<file path="src/rtl/cram_backup_arb_if.sv">
// Bundles the CPU, SD-buffer and shared cart-RAM port signals of cram_backup_arb.
// The slave modport is the arbiter's view; the master modport is the environment's view.
interface cram_backup_arb_if;
  logic        ce_cpu;
  logic [3:0]  ram_mask;
  logic        save_req;
  logic        load_req;
  logic [16:0] cpu_addr;
  logic        cpu_wr;
  logic [7:0]  cpu_di;

  logic [8:0]  sd_lba;
  logic        sd_rd;
  logic        sd_wr;
  logic        sd_ack;
  logic [8:0]  sd_buff_addr;
  logic [7:0]  sd_buff_dout;
  logic        sd_buff_wr;
  logic [7:0]  sd_buff_din;

  logic [16:0] ram_addr;
  logic        ram_we;
  logic [7:0]  ram_d;
  logic [7:0]  ram_q;

  logic        busy;
  logic        dirty;
  logic        overflow;

  modport slave (
    input  ce_cpu, ram_mask, save_req, load_req, cpu_addr, cpu_wr, cpu_di,
    input  sd_ack, sd_buff_addr, sd_buff_dout, sd_buff_wr, ram_q,
    output sd_lba, sd_rd, sd_wr, sd_buff_din, ram_addr, ram_we, ram_d,
    output busy, dirty, overflow
  );

  modport master (
    output ce_cpu, ram_mask, save_req, load_req, cpu_addr, cpu_wr, cpu_di,
    output sd_ack, sd_buff_addr, sd_buff_dout, sd_buff_wr, ram_q,
    input  sd_lba, sd_rd, sd_wr, sd_buff_din, ram_addr, ram_we, ram_d,
    input  busy, dirty, overflow
  );
endinterface

</file>
<file path="src/rtl/cram_backup_arb.sv">
// Cart-RAM backup arbiter: streams the RAM image to/from SD sector by sector while
// sharing the single RAM port with CPU writes through a one-entry deferral buffer.
module cram_backup_arb (
  input  logic              clk_sys,
  input  logic              reset,
  cram_backup_arb_if.slave  bus
);

  localparam int unsigned LbaW  = 8;
  localparam int unsigned AddrW = 17;
  localparam int unsigned DataW = 8;

  typedef enum logic [1:0] {
    IDLE = 2'd0,
    REQ  = 2'd1,
    XFER = 2'd2,
    NEXT = 2'd3
  } state_e;

  state_e             state_q, state_d;
  logic               save_q, save_d;
  logic [LbaW-1:0]    lba_q, lba_d;
  logic               sd_rd_q, sd_rd_d;
  logic               sd_wr_q, sd_wr_d;
  logic               busy_q, busy_d;
  logic               dirty_q, dirty_d;
  logic               overflow_q, overflow_d;
  logic               pend_vld_q, pend_vld_d;
  logic [AddrW-1:0]   pend_addr_q, pend_addr_d;
  logic [DataW-1:0]   pend_data_q, pend_data_d;

  logic               clr_dirty_c;
  logic               cpu_commit_c;
  logic               cpu_wr_c;
  logic [AddrW-1:0]   ram_addr_c;
  logic               ram_we_c;
  logic [DataW-1:0]   ram_d_c;

  // State and control registers
  always_ff @(posedge clk_sys) begin
    if (reset) begin
      state_q     <= IDLE;
      save_q      <= 1'b0;
      lba_q       <= '0;
      sd_rd_q     <= 1'b0;
      sd_wr_q     <= 1'b0;
      busy_q      <= 1'b0;
      dirty_q     <= 1'b0;
      overflow_q  <= 1'b0;
      pend_vld_q  <= 1'b0;
      pend_addr_q <= '0;
      pend_data_q <= '0;
    end else begin
      state_q     <= state_d;
      save_q      <= save_d;
      lba_q       <= lba_d;
      sd_rd_q     <= sd_rd_d;
      sd_wr_q     <= sd_wr_d;
      busy_q      <= busy_d;
      dirty_q     <= dirty_d;
      overflow_q  <= overflow_d;
      pend_vld_q  <= pend_vld_d;
      pend_addr_q <= pend_addr_d;
      pend_data_q <= pend_data_d;
    end
  end

  // Sector sequencing FSM
  always_comb begin
    state_d     = state_q;
    save_d      = save_q;
    lba_d       = lba_q;
    clr_dirty_c = 1'b0;

    case (state_q)
      IDLE: begin
        if (bus.save_req) begin
          state_d = REQ;
          save_d  = 1'b1;
          lba_d   = '0;
        end else if (bus.load_req) begin
          state_d = REQ;
          save_d  = 1'b0;
          lba_d   = '0;
        end
      end
      REQ: begin
        if (bus.sd_ack) state_d = XFER;
      end
      XFER: begin
        if (!bus.sd_ack) state_d = NEXT;
      end
      NEXT: begin
        if (lba_q == {bus.ram_mask, 4'hF}) begin
          state_d     = IDLE;
          clr_dirty_c = 1'b1;
        end else begin
          state_d = REQ;
          lba_d   = lba_q + LbaW'(1);
        end
      end
      default: state_d = IDLE;
    endcase

    sd_wr_d = (state_d == REQ) &&  save_d;
    sd_rd_d = (state_d == REQ) && !save_d;
    busy_d  = (state_d != IDLE);
  end

  // RAM port ownership, deferred CPU writes and status flags
  always_comb begin
    cpu_wr_c     = bus.ce_cpu & bus.cpu_wr;
    pend_vld_d   = pend_vld_q;
    pend_addr_d  = pend_addr_q;
    pend_data_d  = pend_data_q;
    overflow_d   = overflow_q;
    cpu_commit_c = 1'b0;
    ram_addr_c   = bus.cpu_addr;
    ram_d_c      = bus.cpu_di;
    ram_we_c     = 1'b0;

    if (state_q == XFER) begin
      ram_addr_c = {lba_q, bus.sd_buff_addr};
      ram_d_c    = bus.sd_buff_dout;
      ram_we_c   = !save_q && bus.sd_buff_wr;
      if (cpu_wr_c) begin
        if (!pend_vld_q) begin
          pend_vld_d  = 1'b1;
          pend_addr_d = bus.cpu_addr;
          pend_data_d = bus.cpu_di;
        end else begin
          overflow_d = 1'b1;
        end
      end
    end else if (pend_vld_q) begin
      // Drain cycle: the older write goes out, a new one takes its slot
      ram_addr_c   = pend_addr_q;
      ram_d_c      = pend_data_q;
      ram_we_c     = 1'b1;
      cpu_commit_c = 1'b1;
      pend_vld_d   = cpu_wr_c;
      if (cpu_wr_c) begin
        pend_addr_d = bus.cpu_addr;
        pend_data_d = bus.cpu_di;
      end
    end else if (cpu_wr_c) begin
      ram_we_c     = 1'b1;
      cpu_commit_c = 1'b1;
    end

    if (cpu_commit_c)     dirty_d = 1'b1;
    else if (clr_dirty_c) dirty_d = 1'b0;
    else                  dirty_d = dirty_q;
  end

  assign bus.sd_lba      = {1'b0, lba_q};
  assign bus.sd_rd       = sd_rd_q;
  assign bus.sd_wr       = sd_wr_q;
  assign bus.sd_buff_din = bus.ram_q;
  assign bus.ram_addr    = ram_addr_c;
  assign bus.ram_we      = ram_we_c & ~reset;
  assign bus.ram_d       = ram_d_c;
  assign bus.busy        = busy_q;
  assign bus.dirty       = dirty_q;
  assign bus.overflow    = overflow_q;

endmodule
</file>
<file path="src/flat_wrapper.sv">
// flat-port wrapper written by rule: the top's interface ports become plain ports
module cram_backup_arb_flat 
  (clk_sys, reset, bus_ce_cpu, bus_ram_mask, bus_save_req, bus_load_req, bus_cpu_addr, bus_cpu_wr, bus_cpu_di, bus_sd_ack, bus_sd_buff_addr, bus_sd_buff_dout, bus_sd_buff_wr, bus_ram_q, bus_sd_lba, bus_sd_rd, bus_sd_wr, bus_sd_buff_din, bus_ram_addr, bus_ram_we, bus_ram_d, bus_busy, bus_dirty, bus_overflow);
  cram_backup_arb_if bus_i ();
  input  logic clk_sys;
  input  logic reset;
  input wire logic [$bits(bus_i.ce_cpu)-1:0] bus_ce_cpu;
  input wire logic [$bits(bus_i.ram_mask)-1:0] bus_ram_mask;
  input wire logic [$bits(bus_i.save_req)-1:0] bus_save_req;
  input wire logic [$bits(bus_i.load_req)-1:0] bus_load_req;
  input wire logic [$bits(bus_i.cpu_addr)-1:0] bus_cpu_addr;
  input wire logic [$bits(bus_i.cpu_wr)-1:0] bus_cpu_wr;
  input wire logic [$bits(bus_i.cpu_di)-1:0] bus_cpu_di;
  input wire logic [$bits(bus_i.sd_ack)-1:0] bus_sd_ack;
  input wire logic [$bits(bus_i.sd_buff_addr)-1:0] bus_sd_buff_addr;
  input wire logic [$bits(bus_i.sd_buff_dout)-1:0] bus_sd_buff_dout;
  input wire logic [$bits(bus_i.sd_buff_wr)-1:0] bus_sd_buff_wr;
  input wire logic [$bits(bus_i.ram_q)-1:0] bus_ram_q;
  output wire logic [$bits(bus_i.sd_lba)-1:0] bus_sd_lba;
  output wire logic [$bits(bus_i.sd_rd)-1:0] bus_sd_rd;
  output wire logic [$bits(bus_i.sd_wr)-1:0] bus_sd_wr;
  output wire logic [$bits(bus_i.sd_buff_din)-1:0] bus_sd_buff_din;
  output wire logic [$bits(bus_i.ram_addr)-1:0] bus_ram_addr;
  output wire logic [$bits(bus_i.ram_we)-1:0] bus_ram_we;
  output wire logic [$bits(bus_i.ram_d)-1:0] bus_ram_d;
  output wire logic [$bits(bus_i.busy)-1:0] bus_busy;
  output wire logic [$bits(bus_i.dirty)-1:0] bus_dirty;
  output wire logic [$bits(bus_i.overflow)-1:0] bus_overflow;
  assign bus_i.ce_cpu = bus_ce_cpu;
  assign bus_i.ram_mask = bus_ram_mask;
  assign bus_i.save_req = bus_save_req;
  assign bus_i.load_req = bus_load_req;
  assign bus_i.cpu_addr = bus_cpu_addr;
  assign bus_i.cpu_wr = bus_cpu_wr;
  assign bus_i.cpu_di = bus_cpu_di;
  assign bus_i.sd_ack = bus_sd_ack;
  assign bus_i.sd_buff_addr = bus_sd_buff_addr;
  assign bus_i.sd_buff_dout = bus_sd_buff_dout;
  assign bus_i.sd_buff_wr = bus_sd_buff_wr;
  assign bus_i.ram_q = bus_ram_q;
  assign bus_sd_lba = bus_i.sd_lba;
  assign bus_sd_rd = bus_i.sd_rd;
  assign bus_sd_wr = bus_i.sd_wr;
  assign bus_sd_buff_din = bus_i.sd_buff_din;
  assign bus_ram_addr = bus_i.ram_addr;
  assign bus_ram_we = bus_i.ram_we;
  assign bus_ram_d = bus_i.ram_d;
  assign bus_busy = bus_i.busy;
  assign bus_dirty = bus_i.dirty;
  assign bus_overflow = bus_i.overflow;
  cram_backup_arb u_core (.clk_sys(clk_sys), .reset(reset), .bus(bus_i));
endmodule
</file>
<file path="config.mk">
export PLATFORM = sky130hd
export DESIGN_NAME = cram_backup_arb_flat
export DESIGN_NICKNAME = d
export VERILOG_FILES = /design/src/rtl/cram_backup_arb_if.sv /design/src/rtl/cram_backup_arb.sv /design/src/flat_wrapper.sv
export SDC_FILE = /design/constraint.sdc
export NUM_CORES = 1
export LEC_CHECK = 0
export BUFFER_PORTS_ARGS = -buffer_cell sky130_fd_sc_hd__buf_2
export CAP_MARGIN = 20
export CELL_PAD_IN_SITES_DETAIL_PLACEMENT = 1
export CELL_PAD_IN_SITES_GLOBAL_PLACEMENT = 1
export CORE_ASPECT_RATIO = 1.25
export CORE_MARGIN = 2
export CORE_UTILIZATION = 34
export CTS_BUF_LIST = sky130_fd_sc_hd__clkbuf_2 sky130_fd_sc_hd__clkbuf_4 sky130_fd_sc_hd__clkbuf_8
export DETAILED_ROUTE_END_ITERATION = 12
export PLACE_DENSITY_LB_ADDON = 0.2
export SETUP_SLACK_MARGIN = 0.05
export SLEW_MARGIN = 20
export SYNTH_ARGS = -nofsm -noshare
export SYNTH_HDL_FRONTEND = slang
export SYNTH_SLANG_ARGS = --single-unit
</file>
<file path="constraint.sdc">
create_clock -name clk_sys -period 1.9 [get_ports clk_sys]
set_input_delay 0.57 -clock clk_sys [delete_from_list [all_inputs] [get_ports clk_sys]]
set_output_delay 0.57 -clock clk_sys [all_outputs]
set_load 0.02 [all_outputs]
</file>
Word level (Yosys, flattened, before mapping)
Index checks and enable logic that the tools add are counted.
{ "classes": {"add_sub_neg": 1, "eq_ne": 8, "muxes": 36, "bitwise": 3, "reduce_logical": 13} }
{ "ops": {"columns": ["op", "n"], "rows": [
  ["$mux W17", 6],
  ["$mux W8", 9],
  ["$pmux W8 S2", 1],
  ["$mux W1", 15],
  ["$add A8 B1 Y8 const B", 1],
  ["$eq A8 B8 Y1", 1],
  ["$mux W2", 4],
  ["$pmux W2 S4", 1],
  ["$reduce_bool A2 Y1", 4],
  ["$reduce_and A3 Y1", 2],
  ["$eq A2 B1 Y1 const B", 2],
  ["$eq A2 B2 Y1 const B", 2],
  ["$logic_and A1 B1 Y1", 3],
  ["$ne A3 B3 Y1 const B", 1],
  ["$and A1 B1 Y1", 2],
  ["$logic_not A1 Y1", 2],
  ["$logic_not A2 Y1", 1],
  ["$ne A2 B1 Y1 const B", 1],
  ["$ne A2 B2 Y1 const B", 1],
  ["$reduce_and A2 Y1", 1],
  ["$not A1 Y1", 1]
]} }
{ "word_totals": {"register_bits": 42, "inputBits": 62, "out_inout_bits": 48, "wordCells": 72} }

Depth between registers and ports, before layout
Gate-level depths: netlist of run 1.
{ "depth": {"ltp_word": 5, "ltp_mapped": 7, "ltp_nobuf": 5} }

Worst setup path before layout of run 1
No wires, ideal clock.
{ "synth_path": {"path_type": "register to output", "start": "register u_core.pend_vld_q", "end": "output bus_ram_addr[10]", "t_arrival_ps": 1490, "t_required_ps": 1330, "path_slack_ps": -160, "path_stages_with_launch": 5, "n_path_buf": 2, "cell_sequence": "dfxtp_1 > buf_4 > buf_4 > mux2i_1 > o21ai_0"} }
{ "synth_between": {"elab_chain_cells": 2} }
{ "synth_lines": {"columns": ["item", "line", "text"], "rows": [
  ["from (decl)", "cram_backup_arb.sv:28", "logic pend_vld_q, pend_vld_d;"],
  ["from (signal assigned)", "cram_backup_arb.sv:62", "pend_vld_q <= pend_vld_d;"],
  ["$mux W17", null, null],
  ["$mux W17", "cram_backup_arb.sv:122", "if (state_q == XFER) begin"],
  ["to (decl)", "flat_wrapper.sv:23", "output wire logic [$bits(bus_i.ram_addr)-1:0] bus_ram_addr;"]
]} }
No other way between the ends.

Worst setup path in the final report of run 1
{ "layout_path": {"start": "register u_core.state_q[1]", "end": "output bus_ram_addr[5]"} }
{ "layout_between": {"elab_chain_cells": 2} }
{ "layout_lines": {"columns": ["item", "line", "text"], "rows": [
  ["from (decl)", "cram_backup_arb.sv:20", "state_e state_q, state_d;"],
  ["from (signal assigned)", "cram_backup_arb.sv:54", "state_q <= state_d;"],
  ["$eq A2 B2 Y1", "cram_backup_arb.sv:122", null],
  ["$mux W17", "cram_backup_arb.sv:122", null]
]} }
No other way between the ends.

==> impl_metrics.yaml, run 1 <==
routing:
  ant_nets: 0
  first_iter_violations: 45
  vias: 2719
  post_drt_wl_per_cell_um: 17.6
  wl_mm: 9.05
  dr.pass1.iters: 4
  via_per_inst: 5.30
  drc: 0
critical_path:
  r2r_slack_ns: 0.14
  timing.rr.end: "u_core.pend_addr_q[7]"
  ff2ff_path_depth: 7
  worstSetupPathType: "reg -> out"
  crit_slowest_cell: "dfxtp_2"
  end_kind: "output pin"
  cpPeakStageDelay_ns: 0.33
  worstReg2RegStart: "u_core.state_q[1]"
  startpoint_type: "register"
  path_cells: "nor2b_4 > buf_12 > buf_12 > buf_6 > o21ai_2 > buf_6"
  critical_path_required_ns: 1.33
  crit_arrival_ns: 1.45
  crit_fanout: 7
worst_hold_path:
  hp-class: "reg -> reg"
  hold_start: "u_core.pend_data_q[6]"
  whs_endpoint: "u_core.pend_data_q[6]"
  holdPathStages: 2
placement:
  io_buffers: 92
  gp_congestion: 0.722
  place_area_um2: 3130
  post-place-cells: 484
  dp_hpwl_mm: 5.63
floorplanning:
  io_pins: 110
  die_area_um2: 8000
  row_count: 34
  start_util_pct: 35.3
  die_w_um: 80.4
  die_h_um: 99.5
  core_um2: 7020
cells_and_area:
  final_nets: 485
  final_cell_area_um2: 4000
  diodes: 0
  drive_gt1_share_pct: 49.4
  final-instance-count-excl-fill: 513
  area_growth_pct: 61.2
pwr:
  swShare_pct: 31.3
  power.leakage_nw: 1.59
  p_sw_w: 0.000759
  vdd_drop_max_uv: 300
  seqPwrFrac_pct: 38.0
  powerDensity_nw_per_um2: 606
  power.share.clock_pct: 29.0
  pwr-share-comb_pct: 33.1
  p_int_w: 0.00166
timing:
  slew_headroom_pct: 54.2
  fmax_mhz: 496
  rsz0062_at_grt: "true"
  hold_viol: 0
  layout_setup_ws_ns: -0.116
  skew_ns: 0.00930
  worstMarginPinSlew_ns: 0.683
  setup_viol: 26
  min_period_ns: 2.02
  timing.final.crit_share_pct: 106
  finalMaxSlewViolations: 0
clock_network:
  h-tree-depth: 2
  cts_tree: "built"
  path_clk_slew_ns: 0.09
  hold_buffers: 0
  clock-sinks: 42
  insertion_delay_ns: 0.30
  root_buffer: "clkbuf_8"
  cts_buffers: 5
  ctsLongestPathBuffers: 2
synth:
  synth_area_leaders: "dfxtp_1 34%, mux2i_1 13%, o21ai_0 10%"
  ys_ff_latch: 42
  synth_nets: 375
  synth_common_cells: "50 x o21ai_0, 42 x dfxtp_1, 39 x nand2_1, 33 x a21oi_1, 33 x mux2i_1"
  syn_inst: 312
  yosys.area.top_type_share_pct: 33.9
  syn_area_per_cell_um2: 7.95
  synth_edf_count: 0
  netlist_area_um2: 2480
  ys.flop_type: "dfxtp_1"
  ys_types: 39
  async_flop_share_pct: 0
  synth_warnings: 0
  ys_seq_area_share_pct: 33.9
  synth_largest_area_cell: "dfxtp_1"
  post-synth-top-count-cell: "o21ai_0"
outcome:
  status: "finished with violations"
  violations: "negative setup slack"
global_routing:
  grt_pass1_wl_mm: 14.2
  track_usage_pct: 22.5
  grt_pass1_vias: 2880
  grt_max_degree: 29
  antenna_found_initial: 0
  grt_remaining_overflow: 0
run:
  drv_cap: 0
[routing by layer]
layer / vias up / track usage [%] / wire length (um)
met3: 7 / 3.54 / 372
met2: 67 / 41.1 / 4740
met4: 0 / 5.08 / 95
li1: 1311 / - / -
met5: - / 0 / 0
met1: 1334 / 27.3 / 3840
[worst max-delay path: cells and delay by family, from the launching register on]
kind	cells	cell delay, ns
AOI/OAI and AO/OA	1	0.12
buffers and inverters	4	0.54
DFF	1	0.33
and+or+nand+nor	1	0.13
[power groups by stage]
stage / registers (W) / clock network (W) / logic, W
after floorplan: 0.000947 / 0 / 0.000336
after global placement: 0.000940 / 0 / 0.000534
after detailed placement: 0.000941 / 0 / 0.000540
after CTS: 0.000920 / 0.000705 / 0.000723
after global routing: 0.000923 / 0.000740 / 0.000855
final: 0.000920 / 0.000702 / 0.000801
[what timing repair did]
action	CTS	global route
buffers inserted	13	2
gates cloned	4	2
resized for setup	87	45
pin swaps	16	5
setup endpoints to repair	26	26
[how the worst max path moves through the flow]
stage	from	to	slack, ns
after floorplan	u_core.pend_vld_q	bus_ram_addr[13]	-0.01
after global placement	bus_ce_cpu	bus_ram_we	0.01
after detailed placement	bus_ce_cpu	bus_ram_we	-0.03
after CTS	u_core.state_q[1]	bus_ram_addr[15]	-0.09
after global routing	u_core.state_q[1]	bus_ram_we	-0.16
final	u_core.state_q[1]	bus_ram_addr[5]	-0.12
[metrics by stage]
| step | util [%] | power [W] | hold WS, ns | setup TNS, ns | worst slack [ns] |
|---|---|---|---|---|---|
| floorplan | - | 0.00128 | 0.454 | -0.0390 | -0.00975 |
| global placement | 44.6 | 0.00147 | 0.460 | 0 | 0.0148 |
| detailed placement | 44.6 | 0.00148 | 0.471 | -0.0274 | -0.0274 |
| CTS | 53.4 | 0.00235 | 0.482 | -1.75 | -0.0905 |
| global route | 57.0 | 0.00252 | 0.502 | -3.41 | -0.164 |
| finish | 57.0 | 0.00242 | 0.482 | -2.16 | -0.116 |
[cell families after synthesis]
logic type | after synthesis | synth area share [%]
compound gates | 98 | 21.9
xor+xnor | 7 | 3.53
mux | 33 | 13.3
fa+ha+maj | 1 | 0.504
buf+inv | 37 | 7.92
other cells | 1 | 0.151
flops | 42 | 33.9
simple gates | 93 | 18.8
[area by class of cell]
class,count,area [um2]
clock buffer,8,110
fill,849,3020
inverter,3,11.3
multi-input combinational,233,1740
sequential,42,850
tap,90,113
timing repair buffer,137,1170
[cell usage in the layout, fill, tap and decap left out, types with 8 or more instances in the layout]
cell,synthesis,routed
a21oi_1,33,32
buf_2,6,66
buf_4,13,28
buf_6,0,31
clkbuf_8,0,8
dfxtp_1,42,39
mux2i_1,33,26
nand2_1,39,17
nand2_2,0,17
nand2b_1,9,8
nand3_1,27,27
o21ai_0,50,24
o21ai_2,1,14
o21ai_4,0,9
[flip-flops by register name, indices dropped and copies added (netlist names)]
register and cells:
u_core.pend_data_q 8, u_core.bus.sd_rd 1, u_core.bus.sd_wr 1, u_core.bus.busy 1
u_core.bus.dirty 1, u_core.pend_vld_q 1, u_core.state_q 2, u_core.save_q 1
u_core.lba_q 8, u_core.bus.overflow 1, u_core.pend_addr_q 17
Power figures use the tool's default switching activity.
==> inputs of run 2 (changes only) <==
CORE_UTILIZATION = 30   (was 34)
==> run 2 against run 1 <==
The run still ends with negative setup slack left. Clock skew is 0.0038 ns lower. Combinational power is 5.6% lower. Design area is 1.9% lower. Total power is 4.7% lower. Largest cell class unchanged. Largest power group unchanged. Highest routed layer unchanged.
==> impl_metrics.yaml, run 2 (same netlist as run 1, synthesis figures left out) <==
outcome:
  status: "finished with violations"
  violations: "negative setup slack"
timing:
  setup_viol: 26
  skew_ns: 0.00547
  timing.final.crit_share_pct: 105
  min_period_ns: 1.99
  hold_viol: 0
  fmax_mhz: 502
  slew_headroom_pct: 46.2
  whs_ns: 0.462
  finalSetupTns_ns: -1.47
  layout_setup_ws_ns: -0.0903
  finalMaxSlewViolations: 0
  rsz0062_at_grt: "true"
  worstMarginPinSlew_ns: 0.803
cells_and_area:
  fillCellCount: 970
  largest_register_ffs: 17
  largest_register: "u_core.pend_addr_q"
  drive_gt1_share_pct: 46.9
  diodes: 0
  top_regs: "u_core.pend_addr_q x17, u_core.lba_q x8, u_core.pend_data_q x8"
  final_common_cell: "buf_2"
  layout_common_cells: "66 x buf_2, 39 x dfxtp_1, 34 x buf_4"
  final_nets: 484
  final_cell_area_um2: 3920
  area_growth_pct: 58.2
critical_path:
  crit_fanout: 5
  crit_arrival_ns: 1.42
  startpoint_type: "register"
  worstSetupPathType: "reg -> out"
  critical_path_required_ns: 1.33
  end_kind: "output pin"
routing:
  vias: 2689
  first_iter_violations: 85
  dr.pass1.iters: 4
  ant_nets: 0
  wl_mm: 8.92
  post_drt_wl_per_cell_um: 17.2
  drc: 0
  via_per_inst: 5.18
clock_network:
  root_buffer: "clkbuf_8"
  hold_buffers: 0
  clock-sinks: 42
  cts_buffers: 5
  ctsLongestPathBuffers: 2
  insertion_delay_ns: 0.30
  h-tree-depth: 2
  path_clk_slew_ns: 0.08
  cts_tree: "built"
floorplanning:
  die_w_um: 85.3
  start_util_pct: 30.4
  row_count: 37
  core_um2: 8150
  die_area_um2: 9010
  die_h_um: 106
  io_pins: 110
pwr:
  power.leakage_nw: 1.54
  powerDensity_nw_per_um2: 589
  vdd_drop_max_uv: 265
placement:
  place_area_um2: 3160
  io_buffers: 92
  gp_congestion: 0.769
  dp_hpwl_mm: 5.53
global_routing:
  grt_pass1_vias: 2839
  grt_max_degree: 30
  track_usage_pct: 19.7
  grt_remaining_overflow: 0
  antenna_found_initial: 0
  grt_pass1_wl_mm: 14.3
run:
  drv_cap: 0
worst_hold_path:
  hp-class: "reg -> reg"
-- run 2: critical path, stage by stage (launching register included) --
cell     delay, ns
dfxtp_4       0.37
nor2b_4       0.17
buf_6         0.14
buf_8         0.12
buf_16        0.13
o21ai_4       0.06
buf_6         0.13
-- run 2: power by group --
group / internal (W) / switching, W / leakage, nW
Combinational: 0.000365 / 0.000391 / 1.15
Sequential: 0.000905 / 0.0000144 / 0.342
Clock: 0.000308 / 0.000325 / 0.0517
-- run 2: final timing paths --
check | startpoint | endpoint | slack, ns | cells after the start
setup / recovery | u_core.state_q[0] | bus_ram_addr[12] | -0.09 | 6
hold reg to reg | u_core.bus.dirty | u_core.bus.dirty | 0.46 | 2
hold / removal | u_core.bus.dirty | u_core.bus.dirty | 0.46 | 2
setup reg to reg | u_core.state_q[0] | u_core.pend_addr_q[15] | 0.07 | 5
-- run 2: area by class of cell --
| cell class | instances | area [um2] | area share [%] |
|---|---|---|---|
| repair buffers | 136 | 1160 | 29.7 |
| clock buffers | 7 | 90.1 | 2.30 |
| clock inverters | 1 | 5.00 | 0.128 |
| flip-flops and latches | 42 | 850 | 21.7 |
| inverters | 3 | 11.3 | 0.287 |
| multi-input cells | 233 | 1680 | 42.9 |
| well taps | 97 | 121 | 3.09 |
-- run 2: per-stage QoR --
stage / setup slack [ns] / util (%) / cells / power [W]
after global routing: -0.154 / 48.1 / 519 / 0.00242
after detailed placement: -0.0205 / 38.8 / 492 / 0.00148
final: -0.0903 / 48.1 / 519 / 0.00231
after global placement: 0.00848 / 38.8 / 492 / 0.00147
after floorplan: -0.00975 / - / 312 / 0.00128
after CTS: -0.108 / 46.1 / 518 / 0.00228
-- run 2: timing repair --
action / 4_1_cts / 5_1_grt
resized for setup: 75 / 45
pin swaps: 16 / 8
endpoints found under the setup margin: 26 / 51
setup buffers: 13 / 3
gates cloned: 6 / 2
-- run 2: metal layers --
| layer | GRT usage (%) | part of all wire, % | routed length, um |
|---|---|---|---|
| met1 | 24.8 | 43 | 3820 |
| met2 | 34.5 | 51 | 4520 |
| met3 | 4.15 | 5.1 | 452 |
| met4 | 4.08 | 1.4 | 126 |
| met5 | 0 | 0 | 0 |
